**config.mk**
```make
export PLATFORM = sky130hd
export DESIGN_NAME = ysyx22041405_wbu
export DESIGN_NICKNAME = d
export VERILOG_FILES = /design/src/rtl/ysyx22041405_pkg.sv /design/src/rtl/ysyx22041405_ld_ext.sv /design/src/rtl/ysyx22041405_wbu.sv
export SDC_FILE = /design/constraint.sdc
export NUM_CORES = 1
export LEC_CHECK = 0
export BUFFER_PORTS_ARGS = -buffer_cell sky130_fd_sc_hd__buf_2
export CAP_MARGIN = 30
export CORE_MARGIN = 1
export CORE_UTILIZATION = 45
export DETAILED_ROUTE_END_ITERATION = 8
export PLACE_DENSITY = 0.74
export REMOVE_ABC_BUFFERS = 1
export SKIP_LAST_GASP = 1
export SLEW_MARGIN = 40
export SYNTH_ARGS = -nofsm -noshare
export SYNTH_HDL_FRONTEND = slang
export SYNTH_SLANG_ARGS = --single-unit
```
**constraint.sdc**
```tcl
create_clock -name clk -period 8.27 [get_ports clk]
set_clock_uncertainty 0.1 [all_clocks]
set_input_delay 0.827 -clock clk [delete_from_list [all_inputs] [get_ports clk]]
set_output_delay 0.827 -clock clk [all_outputs]
set_load 0.01 [all_outputs]
```
**src/rtl/ysyx22041405_pkg.sv**
```systemverilog
// ---------------------------------------------------------------------------
// ysyx22041405_pkg
// Shared definitions for the writeback unit: load-size encodings, pending
// counter width, register-file geometry and the writeback control payload.
// ---------------------------------------------------------------------------
package ysyx22041405_pkg;

  // Register-file geometry
  localparam int unsigned RA_W   = 5;
  localparam int unsigned NREG   = 32;

  // Pending-write counter per architectural register
  localparam int unsigned CNT_W  = 2;

  typedef logic [CNT_W-1:0] pcnt_t;

  localparam pcnt_t CNT_ZERO = '0;
  localparam pcnt_t CNT_ONE  = pcnt_t'(1);
  localparam pcnt_t CNT_MAX  = '1;

  // Load access size, as carried on in_ld_size
  typedef enum logic [1:0] {
    LD_BYTE = 2'b00,
    LD_HALF = 2'b01,
    LD_WORD = 2'b10
  } ld_size_e;

  // Control half of the writeback register
  typedef struct packed {
    logic            wen;
    logic [RA_W-1:0] rd;
  } wb_ctl_t;

endpackage : ysyx22041405_pkg

```
**src/rtl/ysyx22041405_ld_ext.sv**
```systemverilog
// ---------------------------------------------------------------------------
// ysyx22041405_ld_ext
// Combinational load-data extraction: picks the addressed byte or halfword
// out of the raw memory word and sign/zero extends it. Non-loads and word
// loads pass the input through unchanged.
//   is_load     : result comes from a load
//   size        : ld_size_e encoding (byte / half / word)
//   ld_unsigned : zero-extend instead of sign-extend
//   addr_lo     : byte address bits [1:0]
//   res         : ALU result or raw memory word
//   data_c      : value to be written back
// ---------------------------------------------------------------------------
module ysyx22041405_ld_ext
  import ysyx22041405_pkg::*;
#(
  parameter int unsigned WIDTH = 32
) (
  input  logic             is_load,
  input  logic [1:0]       size,
  input  logic             ld_unsigned,
  input  logic [1:0]       addr_lo,
  input  logic [WIDTH-1:0] res,
  output logic [WIDTH-1:0] data_c
);

  logic [7:0]  byte_sel;
  logic [15:0] half_sel;
  logic        byte_sign;
  logic        half_sign;

  // Lane selection; halfword uses addr_lo[1] only
  always_comb begin
    byte_sel = res[7:0];
    case (addr_lo)
      2'd0:    byte_sel = res[7:0];
      2'd1:    byte_sel = res[15:8];
      2'd2:    byte_sel = res[23:16];
      default: byte_sel = res[31:24];
    endcase
    half_sel  = addr_lo[1] ? res[31:16] : res[15:0];
    byte_sign = byte_sel[7] & ~ld_unsigned;
    half_sign = half_sel[15] & ~ld_unsigned;
  end

  // Extension; unknown size encodings behave as a word load
  always_comb begin
    data_c = res;
    if (is_load) begin
      case (ld_size_e'(size))
        LD_BYTE: data_c = {{(WIDTH-8){byte_sign}}, byte_sel};
        LD_HALF: data_c = {{(WIDTH-16){half_sign}}, half_sel};
        default: data_c = res;
      endcase
    end
  end

endmodule : ysyx22041405_ld_ext

```
**src/rtl/ysyx22041405_wbu.sv**
```systemverilog
// ---------------------------------------------------------------------------
// ysyx22041405_wbu
// Writeback unit: one-entry writeback register feeding the regfile write
// port, retire reporting, and a per-register pending-write scoreboard used
// by the IDU for hazard detection and issue throttling.
//   clk, rst                    : clock, async active-high reset
//   iss_valid/iss_wen/iss_rd    : instruction issue from IDU
//   iss_ready                   : issue accepted (scoreboard not saturated)
//   in_valid/in_ready           : EXU/LSU result handshake
//   in_wen/in_rd                : result write enable and destination
//   in_is_load/in_ld_size/
//   in_ld_unsigned/in_addr_lo   : load extraction controls
//   in_res/in_pc                : result or raw memory word; instruction PC
//   rf_we/rf_waddr/rf_wdata     : regfile write port
//   q_raddr1/q_raddr2/hazard    : IDU source query and pending-write flag
//   commit_valid/pc/cnt         : retire pulse, retired PC, retired count
//   sb_err                      : sticky scoreboard underflow
// ---------------------------------------------------------------------------
module ysyx22041405_wbu
  import ysyx22041405_pkg::*;
#(
  parameter int unsigned WIDTH = 32
) (
  input  logic             clk,
  input  logic             rst,

  input  logic             iss_valid,
  input  logic             iss_wen,
  input  logic [RA_W-1:0]  iss_rd,
  output logic             iss_ready,

  input  logic             in_valid,
  output logic             in_ready,
  input  logic             in_wen,
  input  logic [RA_W-1:0]  in_rd,
  input  logic             in_is_load,
  input  logic [1:0]       in_ld_size,
  input  logic             in_ld_unsigned,
  input  logic [1:0]       in_addr_lo,
  input  logic [WIDTH-1:0] in_res,
  input  logic [WIDTH-1:0] in_pc,

  output logic             rf_we,
  output logic [RA_W-1:0]  rf_waddr,
  output logic [WIDTH-1:0] rf_wdata,

  input  logic [RA_W-1:0]  q_raddr1,
  input  logic [RA_W-1:0]  q_raddr2,
  output logic             hazard,

  output logic             commit_valid,
  output logic [WIDTH-1:0] commit_pc,
  output logic [63:0]      commit_cnt,
  output logic             sb_err
);

  // Writeback register
  logic             wb_valid;
  wb_ctl_t          wb_ctl;
  logic [WIDTH-1:0] wb_data;
  logic [WIDTH-1:0] wb_pc;

  // Scoreboard
  pcnt_t [NREG-1:0] pend_q;
  pcnt_t [NREG-1:0] pend_d;
  logic             inc_c;
  logic             dec_hits_iss_c;
  logic             underflow_c;

  logic [WIDTH-1:0] ld_data_c;
  logic             accept_c;

  // Load data is extracted before it is registered
  ysyx22041405_ld_ext #(
    .WIDTH(WIDTH)
  ) u_ld_ext (
    .is_load     (in_is_load),
    .size        (in_ld_size),
    .ld_unsigned (in_ld_unsigned),
    .addr_lo     (in_addr_lo),
    .res         (in_res),
    .data_c      (ld_data_c)
  );

  // Single-entry register never stalls; only reset holds it off
  assign in_ready = ~rst;
  assign accept_c = in_valid & in_ready;

  // Regfile port and retire report straight from the registered fields
  assign rf_we        = wb_valid & wb_ctl.wen & (wb_ctl.rd != '0);
  assign rf_waddr     = wb_ctl.rd;
  assign rf_wdata     = wb_data;
  assign commit_valid = wb_valid;
  assign commit_pc    = wb_pc;

  // Hazard sees the counters as they stand; a write this cycle is not bypassed
  assign hazard = ((q_raddr1 != '0) && (pend_q[q_raddr1] != CNT_ZERO)) ||
                  ((q_raddr2 != '0) && (pend_q[q_raddr2] != CNT_ZERO));

  // Scoreboard next state and issue throttle
  always_comb begin
    pend_d         = pend_q;
    underflow_c    = 1'b0;
    dec_hits_iss_c = rf_we && (rf_waddr == iss_rd);
    // A saturated counter may still accept when the same register retires now
    iss_ready      = !(iss_wen && (iss_rd != '0) &&
                       (pend_q[iss_rd] == CNT_MAX) && !dec_hits_iss_c);
    inc_c          = iss_valid && iss_ready && iss_wen && (iss_rd != '0);

    // Increment and decrement of the same register cancel out
    if (!(inc_c && dec_hits_iss_c)) begin
      if (inc_c) begin
        pend_d[iss_rd] = pend_q[iss_rd] + CNT_ONE;
      end
      if (rf_we) begin
        if (pend_q[rf_waddr] == CNT_ZERO) begin
          underflow_c = 1'b1;
        end else begin
          pend_d[rf_waddr] = pend_q[rf_waddr] - CNT_ONE;
        end
      end
    end
    pend_d[0] = CNT_ZERO;
  end

  // Writeback register capture
  always_ff @(posedge clk or posedge rst) begin
    if (rst) begin
      wb_valid <= 1'b0;
      wb_ctl   <= '0;
      wb_data  <= '0;
      wb_pc    <= '0;
    end else begin
      wb_valid <= accept_c;
      if (accept_c) begin
        wb_ctl.wen <= in_wen;
        wb_ctl.rd  <= in_rd;
        wb_data    <= ld_data_c;
        wb_pc      <= in_pc;
      end
    end
  end

  // Scoreboard, retire counter and sticky underflow flag
  always_ff @(posedge clk or posedge rst) begin
    if (rst) begin
      pend_q     <= '0;
      commit_cnt <= '0;
      sb_err     <= 1'b0;
    end else begin
      pend_q <= pend_d;
      if (wb_valid) begin
        commit_cnt <= commit_cnt + 64'd1;
      end
      if (underflow_c) begin
        sb_err <= 1'b1;
      end
    end
  end

endmodule : ysyx22041405_wbu

```
### After elaboration in Yosys (flattened, before gate mapping)

Cells that the tools add are included.

| word-level totals | value |
|---|---|
| word-level logic and storage cells | 108 |
| input port bits | 96 |
| output and inout port bits | 139 |
| register bits after elaboration | 198 |

| operators by class | value |
|---|---|
| equality and inequality tests | 5 |
| reduce and logical (&&, ||, !) cells | 24 |
| add/subtract/negate cells | 3 |
| $lt $le $gt $ge | 6 |
| multiplexer cells | 25 |
| bitwise logic cells | 7 |

Operators by type and width:

| kind | number |
|---|---|
| $mux W64 | 4 |
| $bwmux W64 | 2 |
| $add A64 B1 Y64 const B | 1 |
| $pmux W32 S2 | 1 |
| $bmux W2 S5 | 4 |
| $mux W32 | 1 |
| $lt A5 B6 Y1 const B | 4 |
| $pmux W8 S3 | 1 |
| $demux W2 S5 | 2 |
| $reduce_bool A5 Y1 | 4 |
| $mux W16 | 1 |
| $logic_and A1 B1 Y1 | 12 |
| $mux W2 | 6 |
| $ge A5 B1 Y1 const B | 2 |
| $logic_not A2 Y1 | 3 |
| $and A1 B1 Y1 | 5 |
| $eq A5 B5 Y1 | 1 |
| $eq A2 B1 Y1 const B | 2 |
| $eq A2 B2 Y1 const B | 2 |
| $reduce_bool A2 Y1 | 2 |
| $mux W1 | 3 |
| $add A2 B1 Y2 const B | 1 |
| $logic_not A1 Y1 | 2 |
| $not A1 Y1 | 2 |
| 2 further kinds | 2 |

### Logic depth before layout (Yosys ltp)

Gate-level depths: netlist of run 1.

| logic depth | value |
|---|---|
| depth after elaboration | 14 |
| mapped depth | 18 |

### By module

Synthesis of run 1 repeated with hierarchy kept, for this count alone.

| unflattened totals | value |
|---|---|
| cell total of the unflattened synthesis | 1185 |
| area total of the unflattened synthesis | 11868.9 um^2 |

Modules (own cells, without submodules):

| module | cells each | area each (um^2) | times used |
|---|---|---|---|
| ysyx22041405_wbu | 1061 | 10974.3 | 1 |
| ysyx22041405_ld_ext | 124 | 894.6 | 1 |

### Least setup slack after synthesis of run 1

No wires, ideal clock.

| timing path | value |
|---|---|
| path kind | input to register |
| from | in rst |
| to | reg wb_data[16] (netlist: rf_wdata[16]) |
| data required time | 8.033 ns |
| path buffers | 1 |
| slack | 1.374 ns |
| arrival time | 6.659 ns |
| stages on the path | 5 |
| library setup time | 0.137 ns |
| cells stage by stage | inv_1 > nand2_1 > a21oi_1 > clkbuf_1 > a21oi_1 |

| on the way | value |
|---|---|
| cells in the longest elaborated chain, start to end | 2 |

Ends and longest elaborated chain:

| element | line | source |
|---|---|---|
| start: declaration | ysyx22041405_wbu.sv:25 | `input logic rst,` |
| $not A1 Y1 | ysyx22041405_wbu.sv:86 | `assign in_ready = ~rst;` |
| $and A1 B1 Y1 | ysyx22041405_wbu.sv:87 | `assign accept_c = in_valid & in_ready;` |
| end signal: assignment | ysyx22041405_wbu.sv:138 | `wb_data <= ld_data_c;` |
| end: declaration | ysyx22041405_wbu.sv:60 | `logic [WIDTH-1:0] wb_data;` |

Every way passes these cells.
A chain may end at the register's enable or synchronous reset.

### Final worst setup path of run 1

| timing path | value |
|---|---|
| from | in iss_rd[0] |
| to | reg pend_q[63] in the netlist's numbering |

| on the way | value |
|---|---|
| cells in the longest elaborated chain, start to end | 14 |
| elaborated cells on any way between the ends | 27 |

Ends and longest elaborated chain:

| element | line | source |
|---|---|---|
| start: declaration | ysyx22041405_wbu.sv:29 | `input logic [RA_W-1:0] iss_rd,` |
| $bmux W2 S5 | ysyx22041405_wbu.sv:107, ysyx22041405_wbu.sv:113 |  |
| $mux W2 (implied by the code) | ysyx22041405_wbu.sv:107, ysyx22041405_wbu.sv:113 |  |
| $eq A2 B2 Y1 | ysyx22041405_wbu.sv:107 | `(pend_q[iss_rd] == CNT_MAX) && !dec_hits_iss_c);` |
| $logic_and A1 B1 Y1 | ysyx22041405_wbu.sv:106 | `iss_ready = !(iss_wen && (iss_rd != '0) &&` |
| $logic_and A1 B1 Y1 | ysyx22041405_wbu.sv:107 |  |
| $logic_not A1 Y1 | ysyx22041405_wbu.sv:106 |  |
| $logic_and A1 B1 Y1 (3 in a row) | ysyx22041405_wbu.sv:108 | `inc_c = iss_valid && iss_ready && iss_wen && (iss_rd != '0);` |
| $mux W64 | ysyx22041405_wbu.sv:112 | `if (inc_c) begin` |
| $mux W64 | ysyx22041405_wbu.sv:111 | `if (!(inc_c && dec_hits_iss_c)) begin` |
| $bwmux W64 | ysyx22041405_wbu.sv:119 | `pend_d[rf_waddr] = pend_q[rf_waddr] - CNT_ONE;` |
| $mux W64 | ysyx22041405_wbu.sv:116 | `if (pend_q[rf_waddr] == CNT_ZERO) begin` |
| $mux W64 | ysyx22041405_wbu.sv:115 | `if (rf_we) begin` |
| end signal: assignment | ysyx22041405_wbu.sv:151 | `pend_q <= pend_d;` |
| end: declaration | ysyx22041405_wbu.sv:64 | `pcnt_t [NREG-1:0] pend_q;` |

Several ways; a longest one is shown, not always the timed one. The select of a mux whose other input is x is not followed.

==> summary.txt, run 1 <==
Cells and area
  – Share of layout cells above drive strength 1: 0.256
  – Commonest non-fill, non-tap cells in the layout: buf_2 (234), nand2_1 (219), dfrtp_1 (196), nor2_1 (156), a21oi_1 (91)
  – Post-layout instance area: 0.0136 mm2
  – Multi-input logic area: 0.00617 mm2
  – Commonest non-fill, non-tap cell in the layout: buf_2
  – Synth-to-Final Area Change: 17.5%
  – Nets@finish: 1556
  – Seq. cell area: 0.00496 mm2
  – Fill count: 2273
  – Final Core Density: 0.539
  – Diodes inserted: 0

Clock tree
  – CTS tree: yes
  – Clock latency on the worst-skew pair: 0.45 ns
  – Clock tree sinks: 198
  – CTS root buf: clkbuf_16
  – Clock-pin slew on the worst setup and hold paths: 0.10 ns
  – Hold_buf cts: 0
  – TritonCTS buffer count: 17
  – Clock buffer depth: 2
  – Post-CTS setup buffers: 0
  – H-tree levels: 4
  – PostCTS Resize Cnt: 0

Drt
  – Final ANT Viol Nets: 0
  – Vias per std cell: 6.28
  – Total DRC errors in the routed layout: 0
  – First-pass DRT Iterations: 5
  – Vias: 11300
  – Routed len/inst: 22.3 um
  – Total Wirelength: 40.2 mm
  – Initial drt markers: 1284

Timing
  – Final hold vios: 0
  – Pins Over Slew Limit: 0
  – FMAX: 204 MHz
  – Slew margin rel.: 0.373
  – RSZ-0062 raised after global routing: no
  – Tcrit/Tclk final: 0.593
  – Setup violations, final: 0
  – Minimum clock period after layout: 4.90 ns
  – Measured slew at the worst slew-check pin: 0.938 ns

Logic synthesis
  – Synth Cell Area: 0.0115 mm2
  – Post-synth EDFFs: 0
  – Synth Register Bits: 198
  – Register area share after synthesis: 0.429
  – Avg Cell Area, Syn: 9.09 um2
  – Ys Warns: 0
  – Main flop type after synthesis: dfrtp_1
  – Post-synthesis cell count: 1270
  – Number of library cell types mapped by synthesis: 76
  – Async SR Flop Fraction: 1.00

Pwr
  – VDD IR max: 0.173 mV
  – P per Cell Area: 230 mW/mm2
  – Leakage: 6.20 nW

Floorplan
  – Vert. Die Dim: 162 um
  – Core area: 0.0252 mm2
  – Initial Util: 0.459
  – I/O pins: 235
  – Row count: 58
  – Die extent in x: 162 um
  – Full die area: 0.0263 mm2

GRT
  – Vias in the first global route: 10900
  – First-pass GRT wire length: 62.4 mm
  – Largest net degree at the start of global routing: 73
  – Antenna violations before repair: 1
  – Grt ovf: 0
  – Total Routing Usage GR: 0.310

Setup path
  – CP Capture Type: register
  – Critical path required time: 8.44 ns
  – WP data arrival: 5.07 ns
  – CP Class: primary input to register
  – CP Max Fanout: 25
  – Startpoint types: primary input

Place
  – RD Place Congestion: 1.03
  – Dpl hpwl: 28.9 mm
  – PortBufs: 234
  – Placed Area: 0.0129 mm2

Outcome
  – Status: finished, final reports clean

Hold path
  – Hold/Removal Path Class: primary input to async pin

Run
  – Max-cap viol count: 0
## critical path, cell delays in order
cell and delay [ns]:
buf_2 0.57, mux4_2 0.58, and3_1 0.24, or4b_4 0.56, nor2_4 0.20, inv_1 0.07, ha_1 0.26, nand3b_1 0.27
a21oi_1 0.39, nand2_1 0.23, nor3_2 0.68, a221oi_1 0.17
## where the power goes
group | internal (mW) | switching, mW
clock | 0.431 | 0.476
sequential | 1.12 | 0.248
combinational | 0.363 | 0.485
## synthesized netlist by cell type, drive strengths merged, types with 12 or more instances
master | n | share of area
a211oi | 22 | 0.014
a21oi | 91 | 0.039
a221oi | 28 | 0.026
buf | 33 | 0.018
clkbuf | 48 | 0.016
dfrtp | 198 | 0.43
inv | 21 | 0.0068
mux4 | 36 | 0.070
nand2 | 220 | 0.072
nand3 | 45 | 0.020
nand4 | 20 | 0.011
nor2 | 159 | 0.053
nor3 | 56 | 0.026
nor4 | 12 | 0.0065
o21ai | 27 | 0.012
xnor2 | 48 | 0.036
xor2 | 20 | 0.015
## per-layer routing
layer	vias up	global-route usage	part of all wire
li1	4930	-	-
met1	5431	0.392	0.38
met2	770	0.499	0.46
met3	175	0.0769	0.11
met4	2	0.148	0.052
met5	-	0	0.00025
## cell type report
type                    count  area share
clock inverters            15      0.0164
multi-input cells         970       0.455
well taps                 330      0.0304
clock buffers              17      0.0313
repair buffers            249      0.0954
inverters                  21     0.00636
flip-flops and latches    198       0.365
## worst paths after layout
check	endpoint	cells past startpoint	start	slack [ns]
worst max-delay path	pend_q[63]	12	iss_rd[0]	3.37
max in group asynchronous	rf_waddr[3]	3	rst	6.64
worst max register to register	pend_q[17]	13	rf_waddr[4]	3.88
min in group clk	sb_err	1	sb_err	0.37
worst min register to register	sb_err	1	sb_err	0.37
worst min-delay path	commit_cnt[37]	2	rst	0.32
## kinds of logic after synthesis
logic type	count (synthesis)	synth area share
AOI/OAI and AO/OA	241	0.142
xor gates and xnor gates	68	0.0516
adders and majority gates	3	0.00325
buffers and inverters	102	0.0400
DFF	198	0.429
muxes	56	0.0885
and+or+nand+nor	602	0.245
## flip-flops by register name, summed over array words and instances, names as in the netlist
name	flops
commit_cnt	64
rf_wdata	32
commit_pc	32
wb_ctl	1
pend_q	62
commit_valid	1
sb_err	1
rf_waddr	5
## through the flow
step                hold WS, ns  TNS (ns)  setup WS (ns)  power, mW  std cells
floorplan                 0.408    -62.85          -1.16       1.81       1189
global placement          0.352         0           3.05       2.18       1766
detailed placement        0.354         0           3.00       2.20       1768
CTS                       0.330         0           3.44       3.11       1800
global route              0.351         0           3.16       3.24       1800
finish                    0.316         0           3.37       3.13       1800
Note: power is estimated with default switching activity, not from simulation.
==> run 2: changes to the inputs <==
Settings changed: ABC_AREA from default to 1, PLACE_DENSITY 0.74 to 0.76.
Clock period 8.27 ns to 4 ns, I/O delays scaled along.
==> run 2 against run 1 <==
Net effect:
- total power is 110% higher
- sequential cell count stayed put
- via count is 31% higher
- critical path type is now primary input to output pin
- combinational power is 140% higher
- largest cell class unchanged
- global-route usage is 0.26 points higher
==> summary.txt, run 2 <==
GRT
  – Antenna violations before repair: 1 (unchanged)
  – Vias in the first global route: 13800 (was 10900)
  – First-pass GRT wire length: 74.5 mm (was 62.4 mm)
  – Total Routing Usage GR: 0.313 (was 0.310)
  – Grt ovf: 0 (unchanged)
  – Largest net degree at the start of global routing: 66 (was 73)

Setup path
  – Worst Path Buf+Inv: 5 (was 2)
  – Worst path cell trace: buf_2 > inv_2 > nand2_1 > o22ai_1 > o21ai_0 > o2111ai_1 > or2_2 > ha_1 > inv_1 > nor2_1 > nand2_2 > buf_4 > buf_2 (was buf_2 > mux4_2 > and3_1 > or4b_4 > nor2_4 > inv_1 > ha_1 > nand3b_1 > a21oi_1 > nand2_1 > nor3_2 > a221oi_1)
  – Critical path required time: 3.50 ns (was 8.44 ns)
  – WP data arrival: 3.24 ns (was 5.07 ns)
  – Most common cell on crit path: buf_2
  – Crit-path max cell delay: 0.70 ns (was 0.68 ns)
  – CP Capture Type: output pin (was register)
  – Reg2reg start: rf_waddr[2] (was rf_waddr[4])
  – FF-to-FF path depth: 14 (was 13)
  – Crit path max-delay family: simple AND/OR/NAND/NOR gates (unchanged)
  – Startpoint types: primary input (unchanged)
  – R2r setup slk: 0.38 ns (was 3.88 ns)
  – Reg2reg end: pend_q[52] (was pend_q[17])
  – Slowest CP cell: nand2_1 (was nor3_2)
  – CP Class: primary input to output pin (was primary input to register)
  – Origin of the worst setup path: iss_rd[0] (unchanged)
  – CP Max Fanout: 17 (was 25)
  – Critical Path End: iss_ready (was pend_q[63])
  – Path length in cells of the critical path: 13 (was 12)

Drt
  – Vias: 14800 (was 11300)
  – Routed len/inst: 17.7 um (was 22.3 um)
  – Final ANT Viol Nets: 0 (unchanged)
  – First-pass DRT Iterations: 6 (was 5)
  – Total DRC errors in the routed layout: 0 (unchanged)
  – Initial drt markers: 1504 (was 1284)
  – Vias per std cell: 5.52 (was 6.28)
  – Total Wirelength: 47.4 mm (was 40.2 mm)

Logic synthesis
  – Synth Register Bits: 198 (unchanged)
  – Async SR Flop Fraction: 1.00 (unchanged)
  – Count leader, synth: nand2_1 (unchanged)
  – Post-synth top cells: nand2_1 (715), inv_1 (286), nor2_1 (236) (was nand2_1 (220), dfrtp_1 (198), nor2_1 (157))
  – Register area share after synthesis: 0.371 (was 0.429)
  – Main flop type after synthesis: dfrtp_1 (unchanged)
  – Avg Cell Area, Syn: 6.43 um2 (was 9.09 um2)
  – Yosys top cell by area: dfrtp_1 (unchanged)
  – Number of library cell types mapped by synthesis: 44 (was 76)
  – Post-synthesis cell count: 2080 (was 1270)
  – Synth Cell Area: 0.0134 mm2 (was 0.0115 mm2)
  – Top-area cell type share of the netlist area: 0.371 (was 0.429)
  – Ys Warns: 0 (unchanged)
  – Post-synth EDFFs: 0 (unchanged)
  – Top post-synthesis cells by area: dfrtp_1 (37%), nand2_1 (20%), inv_1 (8.0%) (was dfrtp_1 (43%), nand2_1 (7.2%), mux4_2 (7.0%))

Cells and area
  – Commonest non-fill, non-tap cell in the layout: nand2_1 (was buf_2)
  – Fill count: 2802 (was 2273)
  – Largest register FFs: 64 (unchanged)
  – Largest regs: commit_cnt (64), pend_q (62) (unchanged)
  – Final Core Density: 0.536 (was 0.539)
  – Synth-to-Final Area Change: 15.9% (was 17.5%)
  – Share of layout cells above drive strength 1: 0.142 (was 0.256)
  – Nets@finish: 2378 (was 1556)
  – Commonest non-fill, non-tap cells in the layout: nand2_1 (713), inv_1 (284), nor2_1 (236), buf_2 (234), nand3_1 (199) (was buf_2 (234), nand2_1 (219), dfrtp_1 (196), nor2_1 (156), a21oi_1 (91))
  – Largest Register: commit_cnt (unchanged)

Floorplan
  – Row count: 62 (was 58)
  – Die extent in x: 174 um (was 162 um)
  – Core area: 0.0289 mm2 (was 0.0252 mm2)
  – Initial Util: 0.462 (was 0.459)
  – I/O pins: 235 (unchanged)
  – Full die area: 0.0304 mm2 (was 0.0263 mm2)
  – Vert. Die Dim: 174 um (was 162 um)

Place
  – PortBufs: 234 (unchanged)
  – Dpl hpwl: 34.0 mm (was 28.9 mm)
  – RD Place Congestion: 1.02 (was 1.03)

Timing
  – Measured slew at the worst slew-check pin: 0.934 ns (was 0.938 ns)
  – Minimum clock period after layout: 3.74 ns
  – Pins Over Slew Limit: 0 (unchanged)
  – Setup TNS Final: 0 ns (unchanged)
  – Tcrit/Tclk final: 0.935
  – FMAX: 267 MHz
  – Final hold vios: 0 (unchanged)
  – Slew margin rel.: 0.376 (was 0.373)
  – Setup violations, final: 0 (unchanged)
  – RSZ-0062 raised after global routing: no (unchanged)

Outcome
  – Status: finished, final reports clean (unchanged)

Clock tree
  – Clock latency on the worst-skew pair: 0.46 ns (was 0.45 ns)
  – Clock buffer depth: 2 (unchanged)
  – Clock-pin slew on the worst setup and hold paths: 0.08 ns (was 0.10 ns)
  – Clock tree sinks: 198 (unchanged)
  – CTS tree: yes (unchanged)
  – H-tree levels: 4 (unchanged)
  – TritonCTS buffer count: 17 (unchanged)
  – CTS root buf: clkbuf_16 (unchanged)

Pwr
  – Total power: 6.51 mW (was 3.13 mW)
  – Leakage: 8.07 nW (was 6.20 nW)
  – VDD IR max: 0.348 mV (was 0.173 mV)
  – P per Cell Area: 420 mW/mm2 (was 230 mW/mm2)

Run
  – Max-cap viol count: 0 (unchanged)

Hold path
  – Hold/Removal Path Class: primary input to register (was primary input to async pin)
-- run 2: cell count changes after synthesis, sizes merged, moves of 27 or more --
cell | previous run | this run
nand3 | 45 | 200
nand2 | 220 | 721
inv | 21 | 294
nor2 | 159 | 247
a221oi | 28 | 1
o21ai | 27 | 62
mux4 | 36 | 0
-- run 2: final cells by class --
cell class                      count  area, um2  area share
Inverter                          297       1120      0.0724
Timing Repair Buffer              259       1430      0.0923
Sequential cell                   198       4950       0.320
Multi-Input combinational cell   1506       6900       0.445
Clock inverter                     14        176      0.0114
Tap cell                          384        480      0.0310
Antenna cell                        1       2.50    0.000161
Clock buffer                       18        439      0.0283
-- run 2: cells by family after synthesis --
logic type      Yosys count  share of synthesized area
simple gates           1236                      0.381
mux                       9                    0.00683
flops                   198                      0.371
compound gates          197                     0.0839
buf+inv                 376                      0.115
xor+xnor                 61                     0.0400
fa+ha+maj                 3                    0.00281
-- run 2: routing by layer --
layer | track usage | vias up | part of all wire
met5 | 0 | - | 0.00021
met4 | 0.106 | 2 | 0.028
met3 | 0.0790 | 117 | 0.11
met2 | 0.489 | 893 | 0.45
met1 | 0.420 | 6847 | 0.41
li1 | - | 6915 | -
-- run 2: worst min-delay path: stages --
cell     delay, ns
buf_2         0.07
nand2_1       0.04
nand2_1       0.04
-- run 2: worst min-delay path by stage --
stage                         start  depth (start not counted)             end
after floorplan           wb_ctl[5]                          2       wb_ctl[5]
final                     in_pc[31]                          3   commit_pc[31]
after CTS                 in_pc[30]                          3   commit_pc[30]
after detailed placement        rst                          2  commit_cnt[56]
after global routing       in_pc[1]                          3    commit_pc[1]
after global placement          rst                          2  commit_cnt[56]
-- run 2: through the flow --
stage / setup slack, ns / hold slack, ns / instances / area [um2]
after global placement: 0.274 / 0.266 / 2643 / 14900
after global routing: 0.132 / 0.0180 / 2676 / 15500
after detailed placement: 0.290 / 0.269 / 2643 / 14900
after floorplan: -5.60 / 0.349 / 2001 / 13000
final: 0.261 / 0.0267 / 2677 / 15500
after CTS: 0.381 / 0.0140 / 2676 / 15500
-- run 2: repair_timing --
item / 4_1_cts / 5_1_grt
setup buffers: 0 / 0
endpoints found under the hold margin: 20 / 0
hold buffers: 1 / 0
gates resized for setup: 0 / 0
-- run 2: power by group --
| group | leakage [nW] | total [mW] | internal [mW] | switching [mW] |
|---|---|---|---|---|
| Clock | 0.299 | 1.84 | 0.919 | 0.924 |
| Combinational | 5.22 | 2.00 | 0.639 | 1.36 |
| Sequential | 2.56 | 2.67 | 2.30 | 0.363 |
